`src/rtl/div_share_arbiter.sv`:
```
// ---------------------------------------------------------------------------
// div_share_arbiter
//
// Purpose:
//   Shares a single iterative divider core between N_REQ application
//   front-ends. Requests are arbitrated round-robin and the winner's operands
//   are latched. The core is then sequenced with a start/done handshake, and
//   the result is routed back to the requester that won.
//   A zero divisor is answered directly without using the core. A watchdog
//   answers with a timeout status when the core never returns done, so the
//   requester queues cannot stall behind a hung core.
//
// Parameters:
//   N_REQ       number of requesters (2..8)
//   DATA_WIDTH  operand / result width
//   TIMEOUT     cycles allowed after div_start before giving up on div_done
//
// Ports:
//   clk            single clock
//   rst_n          asynchronous active-low reset
//   req_valid      per-requester operand valid
//   req_ready      one-hot accept, combinational, only in IDLE
//   req_dividend   flat bus, requester i at [i*DATA_WIDTH +: DATA_WIDTH]
//   req_divisor    flat bus, same slicing
//   req_signed     per-requester signed-division flag
//   rsp_valid      one-hot registered result valid
//   rsp_ready      per-requester result accept
//   rsp_quotient   shared result quotient
//   rsp_remainder  shared result remainder
//   rsp_status     00 ok, 01 divide-by-zero, 10 timeout
//   div_start      one-cycle start pulse to the core
//   div_dividend   latched dividend to the core
//   div_divisor    latched divisor to the core
//   div_signed     latched signed mode to the core
//   div_done       core result-valid pulse
//   div_quotient   core quotient
//   div_remainder  core remainder
// ---------------------------------------------------------------------------
module div_share_arbiter #(
  parameter int N_REQ      = 2,
  parameter int DATA_WIDTH = 32,
  parameter int TIMEOUT    = 1023
) (
  input  logic                          clk,
  input  logic                          rst_n,
  input  logic [N_REQ-1:0]              req_valid,
  output logic [N_REQ-1:0]              req_ready,
  input  logic [N_REQ*DATA_WIDTH-1:0]   req_dividend,
  input  logic [N_REQ*DATA_WIDTH-1:0]   req_divisor,
  input  logic [N_REQ-1:0]              req_signed,
  output logic [N_REQ-1:0]              rsp_valid,
  input  logic [N_REQ-1:0]              rsp_ready,
  output logic [DATA_WIDTH-1:0]         rsp_quotient,
  output logic [DATA_WIDTH-1:0]         rsp_remainder,
  output logic [1:0]                    rsp_status,
  output logic                          div_start,
  output logic [DATA_WIDTH-1:0]         div_dividend,
  output logic [DATA_WIDTH-1:0]         div_divisor,
  output logic                          div_signed,
  input  logic                          div_done,
  input  logic [DATA_WIDTH-1:0]         div_quotient,
  input  logic [DATA_WIDTH-1:0]         div_remainder
);

  localparam int PTR_W = (N_REQ > 1) ? $clog2(N_REQ) : 1;
  localparam int CNT_W = (TIMEOUT < 1) ? 1 : $clog2(TIMEOUT + 1);

  localparam logic [N_REQ-1:0] ONE_HOT_0  = N_REQ'(1);
  localparam logic [CNT_W-1:0] CNT_LIMIT  = CNT_W'(TIMEOUT);
  localparam logic [1:0]       ST_OK      = 2'b00;
  localparam logic [1:0]       ST_DIVZERO = 2'b01;
  localparam logic [1:0]       ST_TIMEOUT = 2'b10;

  typedef enum logic [1:0] {
    IDLE,
    ISSUE,
    WAIT,
    RESP
  } state_t;

  state_t                  state;
  logic [PTR_W-1:0]        ptr;
  logic [PTR_W-1:0]        owner;
  logic [CNT_W-1:0]        cnt;

  logic                    grant_found;
  logic [PTR_W-1:0]        grant_idx;
  logic [PTR_W-1:0]        cand;
  logic [DATA_WIDTH-1:0]   sel_dividend;
  logic [DATA_WIDTH-1:0]   sel_divisor;
  logic                    sel_signed;

  // Round-robin search: start just above the last served requester and wrap,
  // so the one served most recently is always considered last.
  always_comb begin
    grant_found = 1'b0;
    grant_idx   = '0;
    cand        = '0;
    for (int k = 1; k <= N_REQ; k++) begin
      cand = PTR_W'((int'(ptr) + k) % N_REQ);
      if (!grant_found && req_valid[cand]) begin
        grant_found = 1'b1;
        grant_idx   = cand;
      end
    end
  end

  // Pick out the granted requester's operands from the flat buses with a
  // plain mux, which keeps the slice indices constant.
  always_comb begin
    sel_dividend = '0;
    sel_divisor  = '0;
    sel_signed   = 1'b0;
    for (int i = 0; i < N_REQ; i++) begin
      if (PTR_W'(i) == grant_idx) begin
        sel_dividend = req_dividend[i*DATA_WIDTH +: DATA_WIDTH];
        sel_divisor  = req_divisor[i*DATA_WIDTH +: DATA_WIDTH];
        sel_signed   = req_signed[i];
      end
    end
  end

  // The accept strobe only goes to the granted requester while idle. It is
  // also held low during reset, so every output reads zero while rst_n is low.
  always_comb begin
    req_ready = '0;
    if (rst_n && (state == IDLE) && grant_found) begin
      req_ready[grant_idx] = 1'b1;
    end
  end

  // Main sequencer. The core-side operands are loaded at acceptance and are
  // held until the response is consumed.
  // cnt counts cycles since the div_start pulse. It is zero while the pulse
  // is high, and it steps to 1 on leaving ISSUE. In WAIT, cnt reaching
  // TIMEOUT therefore means TIMEOUT cycles have passed since the start. A
  // done arriving in that same cycle still wins.
  always_ff @(posedge clk or negedge rst_n) begin
    if (!rst_n) begin
      state         <= IDLE;
      ptr           <= PTR_W'(N_REQ - 1);
      owner         <= '0;
      cnt           <= '0;
      rsp_valid     <= '0;
      rsp_quotient  <= '0;
      rsp_remainder <= '0;
      rsp_status    <= 2'b00;
      div_start     <= 1'b0;
      div_dividend  <= '0;
      div_divisor   <= '0;
      div_signed    <= 1'b0;
    end else begin
      case (state)
        IDLE: begin
          div_start <= 1'b0;
          if (grant_found) begin
            owner <= grant_idx;
            cnt   <= '0;
            if (sel_divisor == '0) begin
              rsp_quotient  <= '1;
              rsp_remainder <= sel_dividend;
              rsp_status    <= ST_DIVZERO;
              rsp_valid     <= ONE_HOT_0 << grant_idx;
              state         <= RESP;
            end else begin
              div_dividend <= sel_dividend;
              div_divisor  <= sel_divisor;
              div_signed   <= sel_signed;
              div_start    <= 1'b1;
              state        <= ISSUE;
            end
          end
        end

        ISSUE: begin
          div_start <= 1'b0;
          cnt       <= CNT_W'(1);
          state     <= WAIT;
        end

        WAIT: begin
          if (div_done) begin
            rsp_quotient  <= div_quotient;
            rsp_remainder <= div_remainder;
            rsp_status    <= ST_OK;
            rsp_valid     <= ONE_HOT_0 << owner;
            state         <= RESP;
          end else if (cnt == CNT_LIMIT) begin
            rsp_quotient  <= '0;
            rsp_remainder <= '0;
            rsp_status    <= ST_TIMEOUT;
            rsp_valid     <= ONE_HOT_0 << owner;
            state         <= RESP;
          end else begin
            cnt <= cnt + CNT_W'(1);
          end
        end

        RESP: begin
          if (rsp_ready[owner]) begin
            rsp_valid    <= '0;
            ptr          <= owner;
            div_dividend <= '0;
            div_divisor  <= '0;
            div_signed   <= 1'b0;
            state        <= IDLE;
          end
        end

        default: begin
          state <= IDLE;
        end
      endcase
    end
  end

endmodule
```
`config.mk`:
```
export PLATFORM = sky130hd
export DESIGN_NAME = div_share_arbiter
export DESIGN_NICKNAME = d
export VERILOG_FILES = /design/src/rtl/div_share_arbiter.sv
export SDC_FILE = /design/constraint.sdc
export NUM_CORES = 1
export LEC_CHECK = 0
export ABC_AREA = 1
export ABC_CLOCK_PERIOD_IN_PS = 3830
export CAP_MARGIN = 20
export CORE_MARGIN = 2
export CORE_UTILIZATION = 45
export CTS_CLUSTER_DIAMETER = 80
export DETAILED_ROUTE_END_ITERATION = 7
export HOLD_SLACK_MARGIN = 0.05
export MAX_ROUTING_LAYER = met4
export PLACE_DENSITY_LB_ADDON = 0.15
export SLEW_MARGIN = 5
export SYNTH_ARGS = -nofsm -noshare
export SYNTH_HDL_FRONTEND = slang
export SYNTH_SLANG_ARGS = --single-unit
```
`constraint.sdc`:
```
create_clock -name clk -period 3.83 [get_ports clk]
set_input_delay 0.766 -clock clk [delete_from_list [all_inputs] [get_ports clk]]
set_output_delay 0.766 -clock clk [all_outputs]
set_load 0.01 [all_outputs]
```
; ---- After elaboration in Yosys (flattened, before gate mapping)
; Cells that the tools add are included.
[word_totals]
out_inout_bits = 136
word_cells = 111
register_bits = 148
input_bits = 201
[op_classes]
n_addsub = 3
shift = 2
n_reduce_logical = 19
eq_ne = 11
order_cmp = 5
n_mux = 59
[op_table]
columns = operator, count
row1 = 2-to-1 mux 32 bit, 14
row2 = case mux 32 bit (2 select lines), 4
row3 = logical NOT 32 bit, 1
row4 = 2-to-1 mux 10 bit, 3
row5 = case mux 10 bit (3 select lines), 1
row6 = 2-to-1 mux 2 bit, 14
row7 = 2-to-1 mux 1 bit, 17
row8 = AND reduction 4 bit, 3
row9 = "adder 10 x 1 -> 10 bit, second input constant", 1
row10 = "equality test 10 bit, second input constant", 1
row11 = "inequality test 2 bit, second input constant", 5
row12 = "less-than comparator 1 x 2 -> 1 bit, second input constant", 4
row13 = case mux 2 bit (4 select lines), 1
row14 = case mux 2 bit (3 select lines), 1
row15 = nonzero test 2 bit, 3
row16 = nonzero test 3 bit, 2
row17 = AND reduction 5 bit, 1
row18 = "equality test 2 bit, second input constant", 2
row19 = logical AND 1 bit, 4
row20 = case mux 1 bit (2 select lines), 2
row21 = case mux 2 bit (2 select lines), 1
row22 = AND reduction 2 bit, 2
row23 = "left shift 1 x 1 -> 2 bit, first input constant", 2
row24 = "inequality test 3 bit, second input constant", 1
row25 = other kinds (8), 9

; ---- Longest topological paths before layout
; Gate-level depths: netlist of run 1.
[depth]
word_depth = 12
ltp_mapped = 16
depth_no_buf = 13

; ---- Least setup slack after synthesis of run 1
; No wires, ideal clock.
[synth_path]
path_kind = input port to output port
from = input req_valid[0]
to = output req_ready[0]
t_arrival_ns = 1.911
stages = 6
n_path_buf = 2
setup_slack_ns = 1.153
path_cell_list = nand2_1 nand2_2 buf_2 buf_2 inv_1 nor4_1
[synth_between]
elab_chain_cells = 11
[synth_rtl]
columns = item, line
row1 = from (decl), 46  ; input logic [N_REQ-1:0] req_valid,
row2 = 2-to-1 mux 1 bit (not written as such) (2 in series), 101  ; if (!grant_found && req_valid[cand]) begin
row3 = 2-to-1 mux 1 bit, 101
row4 = logical NOT 1 bit, 101
row5 = logical AND 1 bit, 101
row6 = 2-to-1 mux 1 bit, 101
row7 = less-than comparator 1 x 2 -> 1 bit (not written as such) or >= comparator 1 bit (tied branches), 128  ; req_ready[grant_idx] = 1'b1;
row8 = logical AND 1 bit (not written as such), 128
row9 = 2-to-1 mux 1 bit (not written as such), 128
row10 = demux 1 bit (select 1 bit), 128
row11 = 2-to-1 mux 2 bit (*), 127  ; if (rst_n && (state == IDLE) && grant_found) begin
row12 = to (decl), 47  ; output logic [N_REQ-1:0] req_ready,
; Mark *: on every way between the ends. The rest lies on a longest branch, timed or not. The select of a mux whose other input is x is not followed.

; ---- Worst setup path after layout of run 1
; Ends and elaborated chain as after synthesis.

==> impl_metrics.ini, run 1 <==
[timing]
setup_ws_ns = 0.207
setup_viol = 0
finalHoldViolCount = 0
grt_setup_unrepaired = false
post-route-period-util = 0.946
drv_slew = 0
clock_skew_ns = 0.0140
post-route-min-period_ns = 3.62
slew_headroom = 0.449
tns_ns = 0
fmax_mhz = 276
tightest_slew_ns = 0.827

[clock_tree]
insertion_delay_ns = 0.43
hold_buffers = 0
cts_resized = 0
clockBufferDepth = 2
path_clk_slew_ns = 0.06
cts_root_buf = clkbuf_16
cts_tree = done
htree_levels = 4
cts_setup_buffers = 0
clkSinkCount = 148
cts_inserted_buffers = 17

[logic_synthesis]
avgSynthCellArea_sq_um = 7.25
ys_types = 32
synth_common_cells = nand2_1 (444), nand3_1 (173), dfrtp_1 (147), nor2_1 (87), inv_1 (54)
synth-main-ff-cell = dfrtp_1
synth.most_common_cell = nand2_1
synth_area_leaders = dfrtp_1 (45%), nand2_1 (20%), nand3_1 (11%), nor2_1 (4.0%), mux2i_1 (3.9%)
seq_area_frac_synth = 0.451
ys_ff_latch = 148
syn_inst = 1133
async_reset_ff_frac = 1.00
yosysTopAreaCell = dfrtp_1
synth_fp_nets = 1339
netlist_area_sq_mm = 0.00822
yosysTopAreaCellShare = 0.448
yosys_warnings = 0
synth-edff-count = 0

[worst_setup_path]
crit_slowest_cell = clkdlybuf4s50_1
end_kind = output port
cp-start-kind = input port
max_stage_delay_ns = 0.61
crit_fanout = 42
cp_data_arrival_time_ns = 2.86
critPathKind = input port to output port
worstPathRequired_ns = 3.06
crit_top_cell = clkdlybuf4s50_1
crit_chain = clkdlybuf4s50_1 > nand2_1 > nand2_4 > inv_1 > nor4_1 > clkdlybuf4s50_1

[place]
place_hpwl_um = 19000
dp_cells = 1631
dp_slack_ns = 0.160
portBuffers = 336
gp_congestion = 0.845

[flow_run]
maxCapViolCount = 0

[final_layout]
layoutNonFillerInstCount = 1664
fillers = 1566
drive_above_1_share = 0.0446
nets = 1627
final_core_util = 0.681
area_delta_synth_final_pct = 48.8

[detailed_routing]
drc = 0
detail_route.iter0.violations = 567
viasPerCell = 5.16
routedWlPerCell_um = 16.4
wl_um = 27400
dr.pass1.iters = 5
drtAntennaViolNets = 0
vias = 8592

[floorplan]
core_region_area_sq_mm = 0.0180
die_w_um = 139
dieArea_sq_mm = 0.0194
start_util = 0.458
die_h_um = 139
ios = 337
core.rowCount = 49

[global_routing]
grt_pass1_vias = 8482
grt_start_max_net_pins = 74
grt_antenna_before_repair = 1
gr-total-overflow = 0
grt_pass1_wl_um = 44100
grt.total_usage = 0.293

[pwr]
p_leak_nw = 5.95
ir_worst_vdd_v = 0.000518
power_density_mw_per_mm2 = 818

[status]
status = complete, no violations

[hold_path]
hold_class = input port to async pin
layer usage:
layer  GRT usage  up-vias  routed length, um
met5           -        -                  0
met4       0.110        0                912
met3      0.0625       54               1940
met2       0.459      344              12800
met1       0.376     4001              11800
li1            -     4193                  -
worst paths after layout:
kind	start	to	slack, ns	cells past startpoint
worst max-delay path	req_valid[0]	req_ready[0]	0.21	6
worst max register to register	ptr	rsp_remainder[9]	0.82	13
min in group clk	rsp_status[0]	rsp_status[0]	0.47	2
worst min register to register	rsp_status[0]	rsp_status[0]	0.47	2
worst min-delay path	rst_n	div_divisor[4]	0.24	1
max in group asynchronous	rst_n	div_divisor[13]	2.44	2
kinds of logic after synthesis:
group           after synthesis  synth area share
buf+inv                     138            0.0769
xor+xnor                      1           0.00107
fa+ha+maj                     5           0.00761
flops                       148             0.451
compound gates               64            0.0413
mux                          32            0.0390
simple gates                745             0.383
cell type report:
type	count	area, sq um	area share
antenna	1	2.50	0.000205
clock buffer	17	425	0.0348
clock inverter	15	166	0.0136
inverter	54	203	0.0166
multi-input combinational	847	3930	0.321
sequential	148	3700	0.303
tap	229	287	0.0234
timing repair buffer	353	3510	0.287
per-stage QoR:
| stage | power (mW) | area, sq um | hold slack, ns |
|---|---|---|---|
| final | 10.0 | 12200 | 0.236 |
| after detailed placement | 8.33 | 11600 | 0.457 |
| after global placement | 8.24 | 11600 | 0.453 |
| after CTS | 10.1 | 12200 | 0.238 |
| after global routing | 10.8 | 12200 | 0.250 |
| after floorplan | 5.90 | 8220 | 0.470 |
placed cells by master (no fill, tap or decap), types with 2 or more instances in the layout:
cell type        instances
nand2_2                  3
buf_12                   2
bufinv_16                2
nand2_1                443
clkinv_4                 2
o21ai_1                  4
clkinv_2                 2
nand3_1                172
clkbuf_16               17
a21oi_4                  2
inv_1                   54
dfrtp_1                147
nand3b_1                27
mux2i_1                 32
nor2_1                  87
nand4_1                  4
a21oi_1                  6
o21ai_0                 46
clkdlybuf4s50_1        334
ha_1                     3
buf_4                   15
inv_6                    6
or2_2                    2
and2_1                   2
clkinvlp_4               2
worst max-delay path: cells and delay by family:
| family | cells | cell delay [ns] |
|---|---|---|
| buffers and inverters | 3 | 1.25 |
| AND/OR/NAND/NOR | 3 | 0.83 |
where the power goes:
| part | switching [mW] | leakage (nW) | internal (mW) |
|---|---|---|---|
| logic | 3.18 | 3.83 | 2.39 |
| clock network | 0.704 | 0.287 | 0.975 |
| registers | 0.424 | 1.83 | 2.33 |
sequential cells by signal, summed over array words and instances (netlist names):
signal / flops
rsp_valid: 2
ptr: 1
rsp_remainder: 32
rsp_quotient: 32
cnt: 10
owner: 1
rsp_status: 2
div_start: 1
div_divisor: 32
state: 2
div_dividend: 32
div_signed: 1
Note: power is estimated with default switching activity, not from simulation.
==> run 2: changes to the inputs <==
--- a/config.mk
+++ b/config.mk
@@ -9,12 +9,13 @@
 export ABC_CLOCK_PERIOD_IN_PS = 3830
 export CAP_MARGIN = 20
 export CORE_MARGIN = 2
-export CORE_UTILIZATION = 45
+export CORE_UTILIZATION = 40
 export CTS_CLUSTER_DIAMETER = 80
 export DETAILED_ROUTE_END_ITERATION = 7
 export HOLD_SLACK_MARGIN = 0.05
 export MAX_ROUTING_LAYER = met4
 export PLACE_DENSITY_LB_ADDON = 0.15
+export SKIP_CTS_REPAIR_TIMING = 1
 export SLEW_MARGIN = 5
 export SYNTH_ARGS = -nofsm -noshare
 export SYNTH_HDL_FRONTEND = slang
==> impl_metrics.ini, run 2 (synthesized netlist as in run 1, its figures left out) <==
[worst_setup_path]
cp_data_arrival_time_ns = 2.63
r2r_start = state[1]
worstPathRequired_ns = 3.06
crit_fanout = 37
end_kind = output port
cp-start-kind = input port
reg2reg_slack_ns = 0.97
r2r_end = rsp_quotient[8]
max_stage_delay_ns = 0.59
critPathKind = input port to output port
crit_slowest_cell = clkdlybuf4s50_1
r2r_cells = 10
crit_top_cell = clkdlybuf4s50_1
crit_chain = clkdlybuf4s50_1 > nand2_4 > inv_1 > nor4_1 > clkdlybuf4s50_1

[timing]
holdWs_ns = 0.469
slew_headroom = 0.416
tightest_slew_ns = 0.876
post-route-period-util = 0.888
fmax_mhz = 294
setup_ws_ns = 0.430
grt_setup_unrepaired = false
drv_slew = 0
setup_viol = 0
tns_ns = 0
clock_skew_ns = 0.00641
post-route-min-period_ns = 3.40
finalHoldViolCount = 0

[floorplan]
die_w_um = 147
dieArea_sq_mm = 0.0217
die_h_um = 147
start_util = 0.408
core_region_area_sq_mm = 0.0202
ios = 337
core.rowCount = 52

[global_routing]
gr-total-overflow = 0
grt_pass1_wl_um = 44400
grt_pass1_vias = 8312
grt_start_max_net_pins = 81
grt.total_usage = 0.268
grt_antenna_before_repair = 3

[detailed_routing]
dr.pass1.iters = 5
drc = 0
detail_route.iter0.violations = 560
drtAntennaViolNets = 0
vias = 8563
routedWlPerCell_um = 16.6
wl_um = 28300
viasPerCell = 5.00

[pwr]
power_density_mw_per_mm2 = 819
p_leak_nw = 5.99
ir_worst_vdd_v = 0.000469

[clock_tree]
path_clk_slew_ns = 0.06
cts_tree = done
insertion_delay_ns = 0.43
clockBufferDepth = 2
clkSinkCount = 148
htree_levels = 4
cts_root_buf = clkbuf_16
cts_inserted_buffers = 17

[flow_run]
maxCapViolCount = 0

[place]
place_hpwl_um = 19800
dp_slack_ns = 0.408
portBuffers = 336
placed_cell_area_sq_mm = 0.0117
gp_congestion = 0.882

[final_layout]
area_delta_synth_final_pct = 50.5
drive_above_1_share = 0.0460
fin_area_sq_mm = 0.0124
nets = 1629
final_core_util = 0.613
layout_commonest_cell = nand2_1
final_cell_mix = nand2_1 (443), clkdlybuf4s50_1 (334), nand3_1 (172)

[hold_path]
hold_depth = 2
hold_class = register to register
hold-path-endpoint = rsp_quotient[31]
min_from = rsp_quotient[31]

[status]
status = complete, no violations
==> run 2: cell types whose count changed in the layout (fill, tap and decap cells not counted), moves of 2 or more <==
cell	previous run	this run
buf_12	2	4
clkinv_4	2	0
diode_2	1	5
inv_6	6	4
==> run 2: area by class of cell <==
| class | count | area [sq um] |
|---|---|---|
| clock buffers | 18 | 439 |
| flip-flops and latches | 148 | 3700 |
| inverters | 54 | 203 |
| diodes | 5 | 12.5 |
| fillers | 1843 | 7800 |
| multi-input cells | 847 | 3930 |
| clock inverters | 14 | 174 |
| well taps | 270 | 338 |
| repair buffers | 355 | 3570 |
==> run 2: power breakdown <==
part,internal [mW],switching [mW]
Clock,1.05,0.692
Combinational,2.43,3.18
Sequential,2.33,0.442
==> run 2: critical path, delay by kind of cell <==
| kind | cells | cell delay [ns] |
|---|---|---|
| simple gates | 2 | 0.61 |
| buf+inv | 3 | 1.25 |
==> run 2: through the flow <==
| step | std cells | power, mW |
|---|---|---|
| 5_1_grt | 1709 | 10.9 |
| 4_1_cts | 1705 | 10.2 |
| 3_3_place_gp | 1673 | 8.32 |
| 3_5_place_dp | 1673 | 8.42 |
| 6_report | 1711 | 10.1 |
| 2_1_floorplan | 1133 | 5.90 |
==> run 2: worst max-delay path by stage <==
stage	start	to	slack, ns
after floorplan	req_valid[0]	req_ready[0]	1.15
after global placement	req_valid[0]	req_ready[0]	0.47
after global routing	req_valid[0]	req_ready[0]	0.30
after CTS	req_valid[1]	req_ready[0]	0.41
after detailed placement	req_valid[1]	req_ready[0]	0.41
final	req_valid[1]	req_ready[0]	0.43
==> run 2: metal layers <==
| metal | global-route usage | wire [um] | vias to the layer above |
|---|---|---|---|
| li1 | - | - | 4201 |
| met1 | 0.340 | 11700 | 3955 |
| met2 | 0.422 | 13700 | 355 |
| met3 | 0.0646 | 2060 | 52 |
| met4 | 0.0942 | 807 | 0 |
| met5 | - | 0 | - |
==> run 3: changes to the inputs <==
--- a/config.mk
+++ b/config.mk
@@ -5,11 +5,11 @@
 export SDC_FILE = /design/constraint.sdc
 export NUM_CORES = 1
 export LEC_CHECK = 0
-export ABC_AREA = 1
+export ABC_AREA = 0
 export ABC_CLOCK_PERIOD_IN_PS = 3830
 export CAP_MARGIN = 20
 export CORE_MARGIN = 2
-export CORE_UTILIZATION = 40
+export CORE_UTILIZATION = 46
 export CTS_CLUSTER_DIAMETER = 80
 export DETAILED_ROUTE_END_ITERATION = 7
 export HOLD_SLACK_MARGIN = 0.05
==> impl_metrics.ini, run 3 <==
[worst_setup_path]
critPathKind = input port to output port
end_kind = output port
reg2reg_slack_ns = 1.26
cp_data_arrival_time_ns = 2.49
worstPathRequired_ns = 3.06
crit_fanout = 8
cp-start-kind = input port

[detailed_routing]
drc = 0
dr.pass1.iters = 5
detail_route.iter0.violations = 310
routedWlPerCell_um = 18.8
vias = 6882
drtAntennaViolNets = 0
wl_um = 24400
viasPerCell = 5.30

[timing]
post-route-min-period_ns = 3.25
finalHoldViolCount = 0
clock_skew_ns = 0.0141
holdWs_ns = 0.236
tightest_slew_ns = 0.646
drv_slew = 0
setup_viol = 0
slew_headroom = 0.569
fmax_mhz = 307
tns_ns = 0
post-route-period-util = 0.849
grt_setup_unrepaired = false

[logic_synthesis]
syn_inst = 750
synth_common_cells = nand2_1 (173), dfrtp_1 (147), mux2_2 (93), o21ai_0 (48), nor2_1 (46)
async_reset_ff_frac = 1.00
ys_types = 36
seq_area_frac_synth = 0.489
ys_ff_latch = 148
synth_area_leaders = dfrtp_1 (49%), mux2_2 (14%), nand2_1 (8.6%), mux2_1 (5.9%), mux2i_1 (4.5%)
yosysTopAreaCell = dfrtp_1
yosys_warnings = 0
yosysTopAreaCellShare = 0.486
avgSynthCellArea_sq_um = 10.1
netlist_area_sq_mm = 0.00757
synth-main-ff-cell = dfrtp_1
synth_fp_nets = 956
synth-edff-count = 0
synth.most_common_cell = nand2_1

[floorplan]
ios = 337
start_util = 0.473
core_region_area_sq_mm = 0.0160
die_h_um = 132
dieArea_sq_mm = 0.0175
core.rowCount = 46
die_w_um = 132

[final_layout]
area_delta_synth_final_pct = 55.9
layoutNonFillerInstCount = 1299
layout_commonest_cell = clkdlybuf4s50_1
antenna_cells = 0
drive_above_1_share = 0.138
seq_area_sq_mm = 0.00370
final_cell_mix = clkdlybuf4s50_1 (335), nand2_1 (173), dfrtp_1 (147)
fillers = 1237
nets = 1277
multi_input_area_sq_mm = 0.00362

[clock_tree]
htree_levels = 4
clkSinkCount = 148
cts_inserted_buffers = 17
cts_root_buf = clkbuf_16
clockBufferDepth = 2
insertion_delay_ns = 0.42
path_clk_slew_ns = 0.06
cts_tree = done

[global_routing]
grt.total_usage = 0.289
grt_pass1_vias = 7076
gr-total-overflow = 0
grt_start_max_net_pins = 121
grt_pass1_wl_um = 38400
grt_antenna_before_repair = 0

[place]
place_hpwl_um = 17900
dp_cells = 1268
portBuffers = 336
gp_congestion = 0.851

[hold_path]
hold_class = input port to async pin

[pwr]
power_density_mw_per_mm2 = 786
p_leak_nw = 4.86
ir_worst_vdd_v = 0.000464

[flow_run]
maxCapViolCount = 0

[status]
status = complete, no violations
==> run 3: changes by cell type after synthesis, sizes merged, moves of 13 or more <==
cell / before / now
a21oi: 8 / 40
nand3: 173 / 11
nor2: 87 / 46
nand2: 447 / 173
nor4: 1 / 14
buf: 51 / 19
mux2: 0 / 133
inv: 54 / 4
nand3b: 27 / 0
==> run 3: layer usage <==
layer,vias to the layer above,track usage,wire length [um],share of wire
met5,-,-,0,0
met4,0,0.111,743,0.030
met3,47,0.102,2050,0.084
met2,278,0.481,12200,0.50
met1,3334,0.320,9470,0.39
li1,3223,-,-,-
==> run 3: logic make-up after synthesis <==
| group | synth area share |
|---|---|
| compound gates | 0.0782 |
| fa+ha+maj | 0.00826 |
| buf+inv | 0.0365 |
| flops | 0.489 |
| mux | 0.243 |
| simple gates | 0.145 |
==> run 3: final cells by class <==
class	count	share of cell area
Timing Repair Buffer	353	0.300
Sequential cell	148	0.314
Tap cell	216	0.0229
Clock inverter	14	0.0193
Multi-Input combinational cell	547	0.307
Clock buffer	17	0.0360
Inverter	4	0.00127
==> run 3: power by group <==
part	leakage [nW]	switching (mW)	internal, mW
Clock	0.308	0.677	1.16
Combinational	2.80	2.17	2.64
Sequential	1.75	0.360	2.27
==> run 3: final timing paths <==
| check | start | to | cells past startpoint |
|---|---|---|---|
| max reg2reg | state[1] | div_dividend[31] | 10 |
| min | rst_n | owner | 1 |
| min reg2reg | rsp_remainder[22] | rsp_remainder[22] | 1 |
| max | req_valid[1] | req_ready[1] | 4 |
| min in group clk | rsp_remainder[22] | rsp_remainder[22] | 1 |
| max in group asynchronous | rst_n | div_divisor[20] | 2 |
==> run 3: worst max-delay path, cell delays in order <==
cell	delay [ns]
clkdlybuf4s50_1	0.61
a21boi_4	0.36
and3_1	0.21
clkdlybuf4s50_1	0.54
==> run 3: through the flow <==
| step | total power [mW] | area [sq um] | utilization | setup WS [ns] |
|---|---|---|---|---|
| after detailed placement | 7.49 | 11200 | 0.697 | 0.402 |
| after CTS | 9.36 | 11800 | 0.738 | 0.586 |
| after global routing | 9.82 | 11800 | 0.738 | 0.525 |
| final | 9.28 | 11800 | 0.738 | 0.577 |
| after global placement | 7.36 | 11200 | 0.697 | 0.425 |
| after floorplan | 5.27 | 7570 | - | 1.30 |
